==> src/rtl/secuenciador_muestreo_if.sv <==
// ADC conversion handshake between the sampling scheduler (master) and the
// shared ADC (slave).
//
// Handshake: the master raises adc_req with a stable adc_canal and keeps both
// unchanged until it withdraws the request. A conversion completes in a cycle
// where adc_req and adc_ack are both high; adc_dato is meaningful only in that
// cycle. adc_ack seen while adc_req is low carries no meaning and is ignored.
interface secuenciador_muestreo_if #(
  parameter int N_CANALES = 4
);
  localparam int CW = $clog2(N_CANALES);

  logic                 adc_req;
  logic [CW-1:0]        adc_canal;
  logic                 adc_ack;
  logic signed [10:0]   adc_dato;

  modport master (output adc_req, output adc_canal, input adc_ack, input adc_dato);
  modport slave  (input adc_req, input adc_canal, output adc_ack, output adc_dato);
endinterface

==> src/rtl/secuenciador_muestreo.sv <==
// Round-robin sampling scheduler: every PERIODO cycles it walks the enabled
// channels in ascending order, requests one conversion per channel from the
// shared ADC and strobes each result out as a registered sample.
// Optional feature macro: SECUENCIADOR_TIMEOUT_EN compiles in the conversion
// timeout (error_timeout / canal_error); without it a request waits forever.
module secuenciador_muestreo #(
  parameter int N_CANALES = 4,
  parameter int PERIODO   = 1000,
  parameter int TIMEOUT   = 64,
  localparam int CW       = $clog2(N_CANALES)
) (
  input  logic                       clk,
  input  logic                       arst_n,
  input  logic                       habilitar,
  input  logic [N_CANALES-1:0]       mascara_canal,
  secuenciador_muestreo_if.master    adc,
  output logic signed [10:0]         temp_registrado,
  output logic [CW-1:0]              canal_muestra,
  output logic                       muestra_valida,
  output logic                       error_timeout,
  output logic [CW-1:0]              canal_error,
  output logic                       ronda_fin,
  output logic                       sobre_ronda,
  output logic                       ocupado,
  output logic [1:0]                 estado_dbg
);

  localparam int PW = $clog2(PERIODO);

  typedef enum logic [1:0] {REPOSO, ESPERA, SOLICITA, PAUSA} estado_t;

  if (N_CANALES < 2 || N_CANALES > 16 || PERIODO < 4 * N_CANALES || TIMEOUT < 2) begin : g_param_invalido
    $error("secuenciador_muestreo: parameter out of range");
  end

  estado_t            estado, estado_n;
  logic [PW-1:0]      cnt_q, cnt_n;
  logic [CW-1:0]      canal_q, canal_n;
  logic [CW-1:0]      cmuestra_n;
  logic signed [10:0] temp_n;
  logic               mv_n, rf_n, so_n, vuelta;
  logic               req_q, ocupado_q;
  logic [CW:0]        primero, siguiente;

  // Lowest enabled channel with index >= desde; MSB flags that one exists.
  function automatic logic [CW:0] buscar(input logic [N_CANALES-1:0] m, input int desde);
    logic [CW:0] r;
    r = '0;
    for (int i = 0; i < N_CANALES; i++) begin
      if (!r[CW] && i >= desde && m[i]) r = {1'b1, CW'(i)};
    end
    return r;
  endfunction

`ifdef SECUENCIADOR_TIMEOUT_EN
  localparam int TW = $clog2(TIMEOUT);
  logic [TW-1:0] tcnt_q;
  logic          et_n, et_q;
  logic [CW-1:0] ce_n, ce_q;
  logic          agotado;

  assign agotado = (tcnt_q == TW'(TIMEOUT - 1));

  // Counts request cycles; restarts on every new request.
  always_ff @(posedge clk or negedge arst_n) begin
    if (!arst_n) begin
      tcnt_q <= '0;
      et_q   <= 1'b0;
      ce_q   <= '0;
    end else begin
      tcnt_q <= (estado == SOLICITA && estado_n == SOLICITA) ? tcnt_q + 1'b1 : '0;
      et_q   <= et_n;
      ce_q   <= ce_n;
    end
  end

  assign error_timeout = et_q;
  assign canal_error   = ce_q;
`else
  assign error_timeout = 1'b0;
  assign canal_error   = '0;
`endif

  assign primero   = buscar(mascara_canal, 0);
  assign siguiente = buscar(mascara_canal, int'(canal_q) + 1);
  assign vuelta    = (cnt_q == PW'(PERIODO - 1));

  // Next state, next outputs and period counter.
  always_comb begin
    estado_n   = estado;
    canal_n    = canal_q;
    temp_n     = temp_registrado;
    cmuestra_n = canal_muestra;
    mv_n       = 1'b0;
    rf_n       = 1'b0;
`ifdef SECUENCIADOR_TIMEOUT_EN
    et_n       = 1'b0;
    ce_n       = ce_q;
`endif
    case (estado)
      REPOSO: begin
        if (habilitar && primero[CW]) begin
          estado_n = SOLICITA;
          canal_n  = primero[CW-1:0];
        end
      end
      ESPERA: begin
        if (!habilitar) begin
          estado_n = REPOSO;
        end else if (vuelta && primero[CW]) begin
          estado_n = SOLICITA;
          canal_n  = primero[CW-1:0];
        end
      end
      SOLICITA: begin
        // A completing ack beats a timeout landing in the same cycle.
        if (adc.adc_ack) begin
          temp_n     = adc.adc_dato;
          cmuestra_n = canal_q;
          mv_n       = 1'b1;
          estado_n   = PAUSA;
        end
`ifdef SECUENCIADOR_TIMEOUT_EN
        else if (agotado) begin
          et_n     = 1'b1;
          ce_n     = canal_q;
          estado_n = PAUSA;
        end
`endif
      end
      PAUSA: begin
        if (siguiente[CW] && habilitar) begin
          estado_n = SOLICITA;
          canal_n  = siguiente[CW-1:0];
        end else begin
          rf_n     = 1'b1;
          estado_n = habilitar ? ESPERA : REPOSO;
        end
      end
      default: estado_n = REPOSO;
    endcase

    // The period counter keeps running across rounds; it is only parked in REPOSO.
    if (estado == REPOSO || estado_n == REPOSO) cnt_n = '0;
    else if (vuelta)                            cnt_n = '0;
    else                                        cnt_n = cnt_q + 1'b1;

    so_n = vuelta && (estado == SOLICITA || estado == PAUSA);
  end

  // State and registered outputs.
  always_ff @(posedge clk or negedge arst_n) begin
    if (!arst_n) begin
      estado          <= REPOSO;
      cnt_q           <= '0;
      canal_q         <= '0;
      temp_registrado <= '0;
      canal_muestra   <= '0;
      muestra_valida  <= 1'b0;
      ronda_fin       <= 1'b0;
      sobre_ronda     <= 1'b0;
      req_q           <= 1'b0;
      ocupado_q       <= 1'b0;
    end else begin
      estado          <= estado_n;
      cnt_q           <= cnt_n;
      canal_q         <= canal_n;
      temp_registrado <= temp_n;
      canal_muestra   <= cmuestra_n;
      muestra_valida  <= mv_n;
      ronda_fin       <= rf_n;
      sobre_ronda     <= so_n;
      req_q           <= (estado_n == SOLICITA);
      ocupado_q       <= (estado_n == SOLICITA || estado_n == PAUSA);
    end
  end

  assign adc.adc_req   = req_q;
  assign adc.adc_canal = canal_q;
  assign ocupado       = ocupado_q;
  assign estado_dbg    = estado;

endmodule

==> src/flat_wrapper.sv <==
// flat-port wrapper written by rule: the top's interface ports become plain ports
module secuenciador_muestreo_flat 
#(
  parameter int N_CANALES = 4,
  parameter int PERIODO   = 1000,
  parameter int TIMEOUT   = 64,
  localparam int CW       = $clog2(N_CANALES)
)
  (clk, arst_n, habilitar, mascara_canal, temp_registrado, canal_muestra, muestra_valida, error_timeout, canal_error, ronda_fin, sobre_ronda, ocupado, estado_dbg, adc_adc_req, adc_adc_canal, adc_adc_ack, adc_adc_dato);
  secuenciador_muestreo_if #(.N_CANALES(N_CANALES)) adc_i ();
  input  logic clk;
  input  logic arst_n;
  input  logic habilitar;
  input  logic [N_CANALES-1:0] mascara_canal;
  output logic signed [10:0] temp_registrado;
  output logic [CW-1:0] canal_muestra;
  output logic muestra_valida;
  output logic error_timeout;
  output logic [CW-1:0] canal_error;
  output logic ronda_fin;
  output logic sobre_ronda;
  output logic ocupado;
  output logic [1:0] estado_dbg;
  output wire logic [$bits(adc_i.adc_req)-1:0] adc_adc_req;
  output wire logic [$bits(adc_i.adc_canal)-1:0] adc_adc_canal;
  input wire logic [$bits(adc_i.adc_ack)-1:0] adc_adc_ack;
  input wire logic [$bits(adc_i.adc_dato)-1:0] adc_adc_dato;
  assign adc_adc_req = adc_i.adc_req;
  assign adc_adc_canal = adc_i.adc_canal;
  assign adc_i.adc_ack = adc_adc_ack;
  assign adc_i.adc_dato = adc_adc_dato;
  secuenciador_muestreo #(.N_CANALES(N_CANALES), .PERIODO(PERIODO), .TIMEOUT(TIMEOUT)) u_core (.clk(clk), .arst_n(arst_n), .habilitar(habilitar), .mascara_canal(mascara_canal), .adc(adc_i), .temp_registrado(temp_registrado), .canal_muestra(canal_muestra), .muestra_valida(muestra_valida), .error_timeout(error_timeout), .canal_error(canal_error), .ronda_fin(ronda_fin), .sobre_ronda(sobre_ronda), .ocupado(ocupado), .estado_dbg(estado_dbg));
endmodule
==> config.mk <==
export PLATFORM = sky130hd
export DESIGN_NAME = secuenciador_muestreo_flat
export DESIGN_NICKNAME = d
export VERILOG_FILES = /design/src/rtl/secuenciador_muestreo_if.sv /design/src/rtl/secuenciador_muestreo.sv /design/src/flat_wrapper.sv
export SDC_FILE = /design/constraint.sdc
export NUM_CORES = 1
export LEC_CHECK = 0
export ABC_CLOCK_PERIOD_IN_PS = 2550
export BUFFER_PORTS_ARGS = -buffer_cell sky130_fd_sc_hd__buf_4
export CAP_MARGIN = 20
export CORE_MARGIN = 2
export CORE_UTILIZATION = 49
export DETAILED_ROUTE_END_ITERATION = 10
export PLACE_DENSITY = 0.78
export SYNTH_ARGS = -nofsm -noshare
export SYNTH_HDL_FRONTEND = slang
export SYNTH_SLANG_ARGS = --single-unit
==> constraint.sdc <==
create_clock -name clk -period 2.55 [get_ports clk]
set_input_delay 0 -clock clk [delete_from_list [all_inputs] [get_ports clk]]
set_output_delay 0 -clock clk [all_outputs]
set_load 0.01 [all_outputs]
* After elaboration in Yosys (flattened, before gate mapping)
Cells that the tools add are included.
** Storage, ports and cells
- Input bits :: 19
- Flip-flop bits (word level) :: 32
- Output and inout bits :: 25
** Operators by class
- Add/subtract/negate cells :: 2
- Order comparisons :: 4
- Muxes and demuxes :: 26
- Equality and inequality tests :: 10
- Reductions and logical operators :: 28
** Operator list (number)
- 3-bit by 32-bit greater-or-equal comparator with 1-bit output (first input constant) :: 2
- 1-bit by 32-bit greater-or-equal comparator with 1-bit output (first input constant) :: 1
- 2-bit by 32-bit greater-or-equal comparator with 1-bit output (first input constant) :: 1
- 3-bit 2-to-1 mux :: 8
- 10-bit 2-to-1 mux :: 2
- 2-bit 2-to-1 mux :: 9
- 1-bit logical AND :: 14
- 10-bit by 1-bit adder with 10-bit output (second input constant) :: 1
- 10-bit == test (second input constant) :: 1
- 2-bit == test (second input constant) :: 4
- 2-bit one-hot mux with 4 select lines :: 1
- 1-bit logical NOT :: 6
- 2-bit by 1-bit != test with 1-bit output (second input constant) :: 3
- 2-bit one-hot mux with 3 select lines :: 1
- 1-bit 2-to-1 mux :: 5
- 5-bit AND reduction :: 1
- 2-bit logical NOT :: 2
- 2-bit by 1-bit adder with 3-bit output (second input constant) :: 1
- 1-bit logical OR :: 3
- 3-bit nonzero test :: 1
- 2-bit by 1-bit == test with 1-bit output (second input constant) :: 1
- 2-bit != test (second input constant) :: 1
- 2-bit AND reduction :: 1

* Depth between registers and ports, before layout
Gate-level depths: netlist of run 1.
- Depth after elaboration :: 22
- Depth in mapped cells :: 6

* Least setup slack after synthesis of run 1
Ideal clock, no wire load.
- Kind :: reg-to-reg
- Start point :: reg u_core.cnt_q[0]
- End point :: reg u_core.canal_q[1] (netlist: u_core.adc.adc_canal[1])
- Data required time :: 2.425 ns
- Library setup time :: 0.125 ns
- Buffers on the path :: 0
- Path slack :: 0.761 ns
- Cell stages (with the launch flop) :: 7
- Arrival :: 1.664 ns
- Cells stage by stage :: dfrtp_1 -> ha_1 -> nand4b_4 -> o41ai_4 -> o211a_4 -> nand2b_4 -> mux2_4
** On the way
- Cells in the longest elaborated chain, start to end :: 4
** Ends and longest elaborated chain
- from (decl) :: RTL line secuenciador_muestreo.sv:37 : logic [PW-1:0] cnt_q, cnt_n;
- from (signal assigned) :: RTL line secuenciador_muestreo.sv:166 : cnt_q <= cnt_n;
- 10-bit == test :: RTL line secuenciador_muestreo.sv:86 : assign vuelta = (cnt_q == PW'(PERIODO - 1));
- 1-bit logical AND :: RTL line secuenciador_muestreo.sv:110 : end else if (vuelta && primero[CW]) begin
- 2-bit by 1-bit != test with 1-bit output (no line)
- 5-bit AND reduction (no line)
- to (signal assigned) :: RTL line secuenciador_muestreo.sv:167 : canal_q <= canal_n;
- to (decl) :: RTL line secuenciador_muestreo.sv:38 : logic [CW-1:0] canal_q, canal_n;
Every way passes these cells.
A chain may end at the register's enable or synchronous reset.

* Worst setup path after layout of run 1
Same ends and word-level chain as after synthesis.

==> results.yml, run 1 <==
layout:
  nets: 200
  final_cells: 214
  layout_common_cells: "buf_4 (40), dfrtp_1 (32), dlygate4sd3_1 (14)"
  final_area_mm2: 0.00202
  n_antenna_cell: 0
  area_growth_pct: 34.2
  drive_above_1_share_pct: 42.0
  final_common_cell: "buf_4"
setup_path:
  crit_fanout: 4
  required_ns: 2.78
  crit_buf_inv: 0
  end_kind: "flip-flop"
  crit_family: "compound AO/OA/AOI/OAI gates"
  worstSetupPathType: "reg -> reg"
  cp.arrival_ns: 2.17
  cp_slowest_cell: "o41ai_4"
  slowest_delay_ns: 0.42
  cp-start-kind: "flip-flop"
  crit_chain: "ha_1, nand4b_4, o41ai_4, o211a_4, nand2b_4, mux2_4"
placement:
  post_dp_cell_area_mm2: 0.00183
  dpl.hpwl_um: 2190
  io_buffers: 40
  pre_cts_ws_ns: 0.617
  dp.cells: 192
  gp_congestion: 0.828
timing:
  rsz0062_at_grt: "false"
  finalMaxSlewViolations: 0
  final.min_clock_period_ns: 1.94
  post-route-period-util_pct: 76.2
  hold_viol_final: 0
  final-setup-viol-count: 0
  fin_skew_ns: 0.00932
  timing.fmax_mhz: 515
  worst_slack_ns: 0.607
  fin_tns_setup_ns: 0
routing:
  drc: 0
  drtIter0Drc: 19
  first_pass_iters: 4
  routed_wl_um: 3210
  drt-wirelength-per-cell_um: 15.0
  vias: 1133
  postRouteAntennaNets: 0
  routed_via_density: 5.29
clock_network:
  clkSinkCount: 32
  cts_htree_levels: 2
  hold_buffers: 14
  cts_buffers: 5
  cts_tree: "yes"
  cts.clk_slew.worst_paths_ns: 0.09
  clk_latency_ns: 0.34
  root_buffer: "clkbuf_4"
  cts_resized: 0
  cts_setup_buffers: 0
  clk_path_buf_depth: 2
pwr:
  total_leakage_power_uw: 0.000999
  pwr_density_cell_mw_per_mm2: 1020
  ir_drop_mv: 0.641
synthesis:
  synth_area_leaders: "dfrtp_1 (53%), mux2_2 (9.7%), xnor2_1 (3.5%)"
  synth_area_mm2: 0.00151
  synthCells: 122
  synth_edf_count: 0
  synth_seq_cells: 32
  synth-main-ff-cell: "dfrtp_1"
  async_reset_ff_share_pct: 100
  yosysWarnings: 0
  synth_top_area_cell: "dfrtp_1"
  netlist.area_leader.share_pct: 53.1
  synth-seq-area-share_pct: 53.1
  syn_area_per_cell_um2: 12.4
  yosysUniqueCellTypes: 39
floorplanning:
  coreArea_mm2: 0.00298
  initial_core_util_pct: 50.7
  dieArea_mm2: 0.00354
  die_w_um: 59.5
  std_cell_rows: 20
  ios: 44
  die_y_um: 59.5
global_routing:
  grt_pass1_wl_um: 5180
  gr-total-overflow: 0
  grt_max_degree: 33
  grt_pass1_vias: 1127
  antenna_found_initial: 0
  grt_usage_pct: 20.0
worst_hold_path:
  hold_class: "in -> reg"
outcome:
  outcome: "completed"
flow_run:
  maxCapViolations: 0
-- report_power, final --
group          switching [µW]  internal (µW)
Combinational             411            518
Clock                     169            136
Sequential                135            693
Total                     716           1350
-- final cells by class --
type	instances	area, µm²
clock buffers	8	58.8
well taps	33	41.3
inverters	4	15.0
multi-input cells	83	668
flip-flops and latches	32	801
repair buffers	54	440
fillers	226	953
-- per-layer routing --
layer	up-vias	wire length (µm)	share of wire [%]	track usage (%)
li1	534	-	-	-
met1	565	1380	43	25.2
met2	27	1660	52	31.2
met3	7	127	4.0	6.99
met4	0	53	1.7	8.57
met5	-	0	0	0
-- worst paths after layout --
kind,to,startpoint,cells past startpoint,slack [ns]
max,u_core.adc.adc_canal[1],u_core.cnt_q[0],6,0.61
min,u_core.adc.adc_canal[0],mascara_canal[0],3,0.1
max reg2reg,u_core.adc.adc_canal[1],u_core.cnt_q[0],6,0.61
min reg2reg,u_core.cnt_q[0],u_core.cnt_q[0],1,0.47
max in group asynchronous,u_core.cnt_q[4],arst_n,2,2.14
min in group asynchronous,u_core.adc.adc_req,arst_n,2,0.13
-- metrics by stage --
step                      hold slack (ns)  util (%)  total power (µW)
after floorplan                    -0.296         -              1360
after global placement            -0.0514      61.3              1700
after detailed placement          -0.0429      61.3              1750
after CTS                          0.0802      68.0              2070
after global routing                0.102      68.0              2190
final                              0.0953      68.0              2060
-- worst register-to-register path: cells and delay by family, from the launching register on --
family                   cells  cell delay, ns
flip-flops                   1            0.38
adder cells (fa/ha/maj)      1            0.28
AO/OA/AOI/OAI                2            0.68
AND/OR/NAND/NOR              2            0.21
multiplexers                 1            0.30
-- logic make-up (layout without fill, tap and decap cells) --
family	Yosys count	after routing	synth area share (%)
and+or+nand+nor	41	41	18.2
DFF	32	32	53.1
AOI/OAI and AO/OA	17	17	9.70
muxes	15	15	11.4
buffers and inverters	9	66	3.15
xor gates and xnor gates	6	6	3.48
adders and majority gates	1	1	0.829
other	1	3	0.249
-- registers in the layout, summed over array words and instances (netlist names) --
signal                  flops
u_core.adc.adc_canal        2
u_core.adc.adc_req          1
u_core.canal_muestra        2
u_core.cnt_q               10
u_core.estado_dbg           2
u_core.muestra_valida       1
u_core.ocupado              1
u_core.ronda_fin            1
u_core.sobre_ronda          1
u_core.temp_registrado     11
-- synth_stat cells (2+ instances only) --
library cell	number
or3b_1	2
and2b_2	4
xnor2_1	6
and3_1	3
buf_2	2
a21oi_1	5
mux2_2	13
nor2_1	11
inv_1	4
nor3_1	2
buf_4	3
nand2_1	6
o21ai_0	3
dfrtp_1	32
and3_2	2
(Power assumes the default switching activity.)
==> run 2, diff against run 1 <==
- ABC_CLOCK_PERIOD_IN_PS: 2550 -> 1700
- CORE_UTILIZATION: 49 -> 46
- PLACE_DENSITY: 0.78 -> 0.77
- clock period: 2.55 -> 1.7 ns (I/O delays scaled with it)
==> results.yml, run 2 (same netlist as run 1, synthesis figures left out) <==
layout:
  n_antenna_cell: 0
  layout_common_cells: "buf_4 (52), dfrtp_1 (32), mux2_2 (13), dlygate4sd3_1 (13), nor2_1 (11)"
  drive_above_1_share_pct: 48.7
  nets: 212
  top_regs: "u_core.temp_registrado (11), u_core.cnt_q (10)"
  regMostFlops: "u_core.temp_registrado"
  final_common_cell: "buf_4"
  final_area_mm2: 0.00216
  area_growth_pct: 43.4
  largest_reg_flops: 11
timing:
  final.min_clock_period_ns: 1.66
  post-route-period-util_pct: 97.9
  rsz0062_at_grt: "true"
  final-setup-viol-count: 0
  whs_ns: 0.0478
  fin_skew_ns: 0.0106
  fin_tns_setup_ns: 0
  hold_viol_final: 0
  finalMaxSlewViolations: 0
  timing.fmax_mhz: 601
worst_hold_path:
  hold_path_depth: 3
  hold_end: "u_core.muestra_valida"
  hold_class: "in -> reg"
  min-delay-start: "adc_adc_ack"
setup_path:
  r2r-start: "u_core.cnt_q[6]"
  crit_buf_inv: 0
  end_kind: "flip-flop"
  crit_fanout: 4
  ff2ff_setup_slack_ns: 0.04
  cp_slowest_cell: "dfrtp_1"
  r2r-end: "u_core.adc.adc_canal[1]"
  cp.arrival_ns: 1.88
  crit_family: "compound AO/OA/AOI/OAI gates"
  reg2reg_depth: 5
  required_ns: 1.91
  slowest_delay_ns: 0.40
  worstSetupPathType: "reg -> reg"
  cp-start-kind: "flip-flop"
  crit_chain: "nand4_1, o41ai_4, o211a_4, nand2b_4, mux2_4"
routing:
  drtIter0Drc: 5
  drt-wirelength-per-cell_um: 13.7
  drc: 0
  postRouteAntennaNets: 0
  vias: 1181
  routed_via_density: 4.98
  routed_wl_um: 3240
  first_pass_iters: 4
placement:
  gp_congestion: 0.796
  post_dp_cell_area_mm2: 0.00192
  dpl.hpwl_um: 2280
  io_buffers: 40
clock_network:
  clkSinkCount: 32
  root_buffer: "clkbuf_4"
  clk_path_buf_depth: 2
  cts_buffers: 5
  cts.clk_slew.worst_paths_ns: 0.10
  cts_htree_levels: 2
  clk_latency_ns: 0.33
  cts_tree: "yes"
pwr:
  ir_drop_mv: 0.960
  total_leakage_power_uw: 0.00105
  pwr_density_cell_mw_per_mm2: 1550
  finalPower_uw: 3350
floorplanning:
  die_y_um: 61.3
  coreArea_mm2: 0.00308
  die_w_um: 61.3
  initial_core_util_pct: 49.0
  ios: 44
  dieArea_mm2: 0.00375
  std_cell_rows: 20
flow_run:
  maxCapViolations: 0
global_routing:
  grt_usage_pct: 19.7
  gr-total-overflow: 0
  grt_max_degree: 33
  grt_pass1_vias: 1189
  antenna_found_initial: 0
  grt_pass1_wl_um: 5350
outcome:
  outcome: "completed"
## run 2: tightest hold or removal path: stages
cell and delay [ns]:
buf_4 0.08, nand2_2 0.09, clkinvlp_4 0.15
## run 2: what timing repair did
item | 4_1_cts | 5_1_grt
gates resized for setup | 1 | 4
hold buffers | 13 | 0
pin swaps | 2 | 4
endpoints found under the setup margin | 1 | 13
buffers inserted | 1 | 1
gates cloned | 0 | 1
endpoints found under the hold margin | 45 | 0
## run 2: report_power, final
| part | switching (µW) | internal (µW) | total, µW |
|---|---|---|---|
| Combinational | 676 | 903 | 1580 |
| Sequential | 174 | 1040 | 1210 |
| Clock | 250 | 308 | 558 |
## run 2: worst max-delay path by stage
stage	endpoint	cells after the start	from	slack, ns
floorplan	u_core.adc.adc_canal[1]	5	u_core.cnt_q[5]	0.02
global placement	u_core.adc.adc_canal[1]	6	u_core.cnt_q[0]	0.04
detailed placement	u_core.adc.adc_canal[1]	6	u_core.cnt_q[0]	-0.007
CTS	u_core.adc.adc_canal[1]	5	u_core.cnt_q[7]	0.007
global route	u_core.adc.adc_canal[1]	5	u_core.cnt_q[6]	-0.03
finish	u_core.adc.adc_canal[1]	5	u_core.cnt_q[6]	0.04
## run 2: layer usage
metal | global-route usage [%] | part of all wire, % | up-vias
met5 | 0 | 0 | -
met2 | 33.7 | 53 | 31
li1 | - | - | 562
met3 | 3.36 | 4.0 | 5
met4 | 9.32 | 1.9 | 0
met1 | 24.0 | 41 | 583
## run 2: area by class of cell
cell class / instances / area [µm²]
flip-flops and latches: 32 / 801
repair inverters: 1 / 7.51
inverters: 4 / 18.8
clock buffers: 6 / 41.3
well taps: 44 / 55.1
repair buffers: 65 / 520
clock inverters: 2 / 35.0
multi-input cells: 83 / 686
fillers: 222 / 913
## run 2: metrics by stage
stage / utilization (%) / cells / setup WS, ns
3_5_place_dp: 62.3 / 213 / -0.00713
2_1_floorplan: - / 124 / 0.0224
6_report: 70.3 / 237 / 0.0364
3_3_place_gp: 62.3 / 213 / 0.0412
5_1_grt: 70.3 / 237 / -0.0252
4_1_cts: 69.6 / 235 / 0.00744
==> run 3, diff against run 2 <==
- PLACE_DENSITY: 0.77 -> not set
- PLACE_DENSITY_LB_ADDON: not set -> 0.2
- SKIP_CTS_REPAIR_TIMING: not set -> 1
==> results.yml, run 3 (same netlist as run 1, synthesis figures left out) <==
outcome:
  outcome: "completed"
routing:
  routed_wl_um: 3470
  vias: 1177
  drt-wirelength-per-cell_um: 14.7
  drtIter0Drc: 32
  first_pass_iters: 4
  routed_via_density: 4.97
  drc: 0
  postRouteAntennaNets: 0
floorplanning:
  die_w_um: 61.3
  ios: 44
  std_cell_rows: 20
  initial_core_util_pct: 49.0
  die_y_um: 61.3
  coreArea_mm2: 0.00308
  dieArea_mm2: 0.00375
timing:
  timing.fmax_mhz: 599
  fin_skew_ns: 0.00642
  final.min_clock_period_ns: 1.67
  whs_ns: 0.0292
  hold_viol_final: 0
  final-setup-viol-count: 0
  finalMaxSlewViolations: 0
  rsz0062_at_grt: "true"
  post-route-period-util_pct: 98.2
  worst_slack_ns: 0.0308
global_routing:
  grt_pass1_wl_um: 5180
  grt_usage_pct: 18.9
  grt_max_degree: 33
  grt_pass1_vias: 1179
  gr-total-overflow: 0
  antenna_found_initial: 0
flow_run:
  maxCapViolations: 0
clock_network:
  cts_tree: "yes"
  root_buffer: "clkbuf_4"
  clk_latency_ns: 0.33
  cts.clk_slew.worst_paths_ns: 0.10
  clkSinkCount: 32
  cts_buffers: 5
  clk_path_buf_depth: 2
  cts_htree_levels: 2
layout:
  area_growth_pct: 43.1
  drive_above_1_share_pct: 48.2
  final_cells: 237
  final_common_cell: "buf_4"
  n_antenna_cell: 0
  nets: 212
  top_regs: "u_core.temp_registrado (11), u_core.cnt_q (10)"
  largest_reg_flops: 11
  regMostFlops: "u_core.temp_registrado"
  utilization_pct: 70.2
  layout_common_cells: "buf_4 (53), dfrtp_1 (32), mux2_2 (13), dlygate4sd3_1 (13), nor2_1 (11)"
  final_area_mm2: 0.00216
placement:
  gp_congestion: 0.786
  dpl.hpwl_um: 2440
  io_buffers: 40
  pre_cts_ws_ns: -0.0185
  post_dp_cell_area_mm2: 0.00192
  dp.cells: 214
setup_path:
  required_ns: 1.92
  end_kind: "flip-flop"
  crit_fanout: 3
  worstSetupPathType: "reg -> reg"
  cp.arrival_ns: 1.89
  cp-start-kind: "flip-flop"
worst_hold_path:
  hold_class: "in -> reg"
pwr:
  pwr_density_cell_mw_per_mm2: 1550
  total_leakage_power_uw: 0.00107
  ir_drop_mv: 1.03
run 3: cell types whose count changed in the layout (fill, tap and decap cells not counted):
cell        before  now
nand2_1          5    6
nand2_2          1    0
buf_4           52   53
clkinvlp_4       2    0
and3_1           3    2
and3_2           2    3
inv_1            3    4
run 3: per-stage QoR:
stage	total power [µW]	TNS [ns]
finish	3350	0
global route	3560	-0.0549
CTS	3290	-0.0374
detailed placement	2730	-0.0185
global placement	2660	0
floorplan	2040	0
run 3: path summary, 6_finish.rpt:
path | cells past startpoint | endpoint | startpoint | slack [ns]
max | 6 | u_core.adc.adc_canal[1] | u_core.cnt_q[0] | 0.03
max in group asynchronous | 2 | u_core.estado_dbg[0] | arst_n | 1.27
min in group asynchronous | 2 | u_core.cnt_q[2] | arst_n | 0.14
max reg2reg | 6 | u_core.adc.adc_canal[1] | u_core.cnt_q[0] | 0.03
min | 4 | u_core.estado_dbg[0] | adc_adc_ack | 0.03
min reg2reg | 1 | u_core.canal_muestra[0] | u_core.canal_muestra[0] | 0.52
run 3: cell type report:
| class | count | area, µm² |
|---|---|---|
| sequential | 32 | 801 |
| inverter | 4 | 15.0 |
| multi-input combinational | 83 | 684 |
| fill | 242 | 918 |
| timing repair buffer | 66 | 528 |
| tap | 44 | 55.1 |
| clock buffer | 6 | 41.3 |
| clock inverter | 2 | 35.0 |
run 3: where the power goes:
| part | internal [µW] | switching (µW) | total [µW] |
|---|---|---|---|
| combinational | 888 | 669 | 1560 |
| sequential | 1040 | 183 | 1220 |
| clock | 308 | 260 | 568 |
| total | 2240 | 1110 | 3350 |
run 3: layer usage:
layer / track usage [%] / vias to the layer above / share of wire, %
li1: - / 561 / -
met5: 0 / - / 0
met3: 6.09 / 4 / 4.6
met1: 21.6 / 583 / 38
met4: 5.90 / 0 / 0.92
met2: 33.4 / 29 / 57
run 3: worst max-delay path, cell delays in order (launching register included):
cell and delay (ns):
dfrtp_1 0.41, ha_4 0.18, nand4b_4 0.13, o41ai_4 0.27, o211a_4 0.23, nand2b_4 0.06, mux2_4 0.29
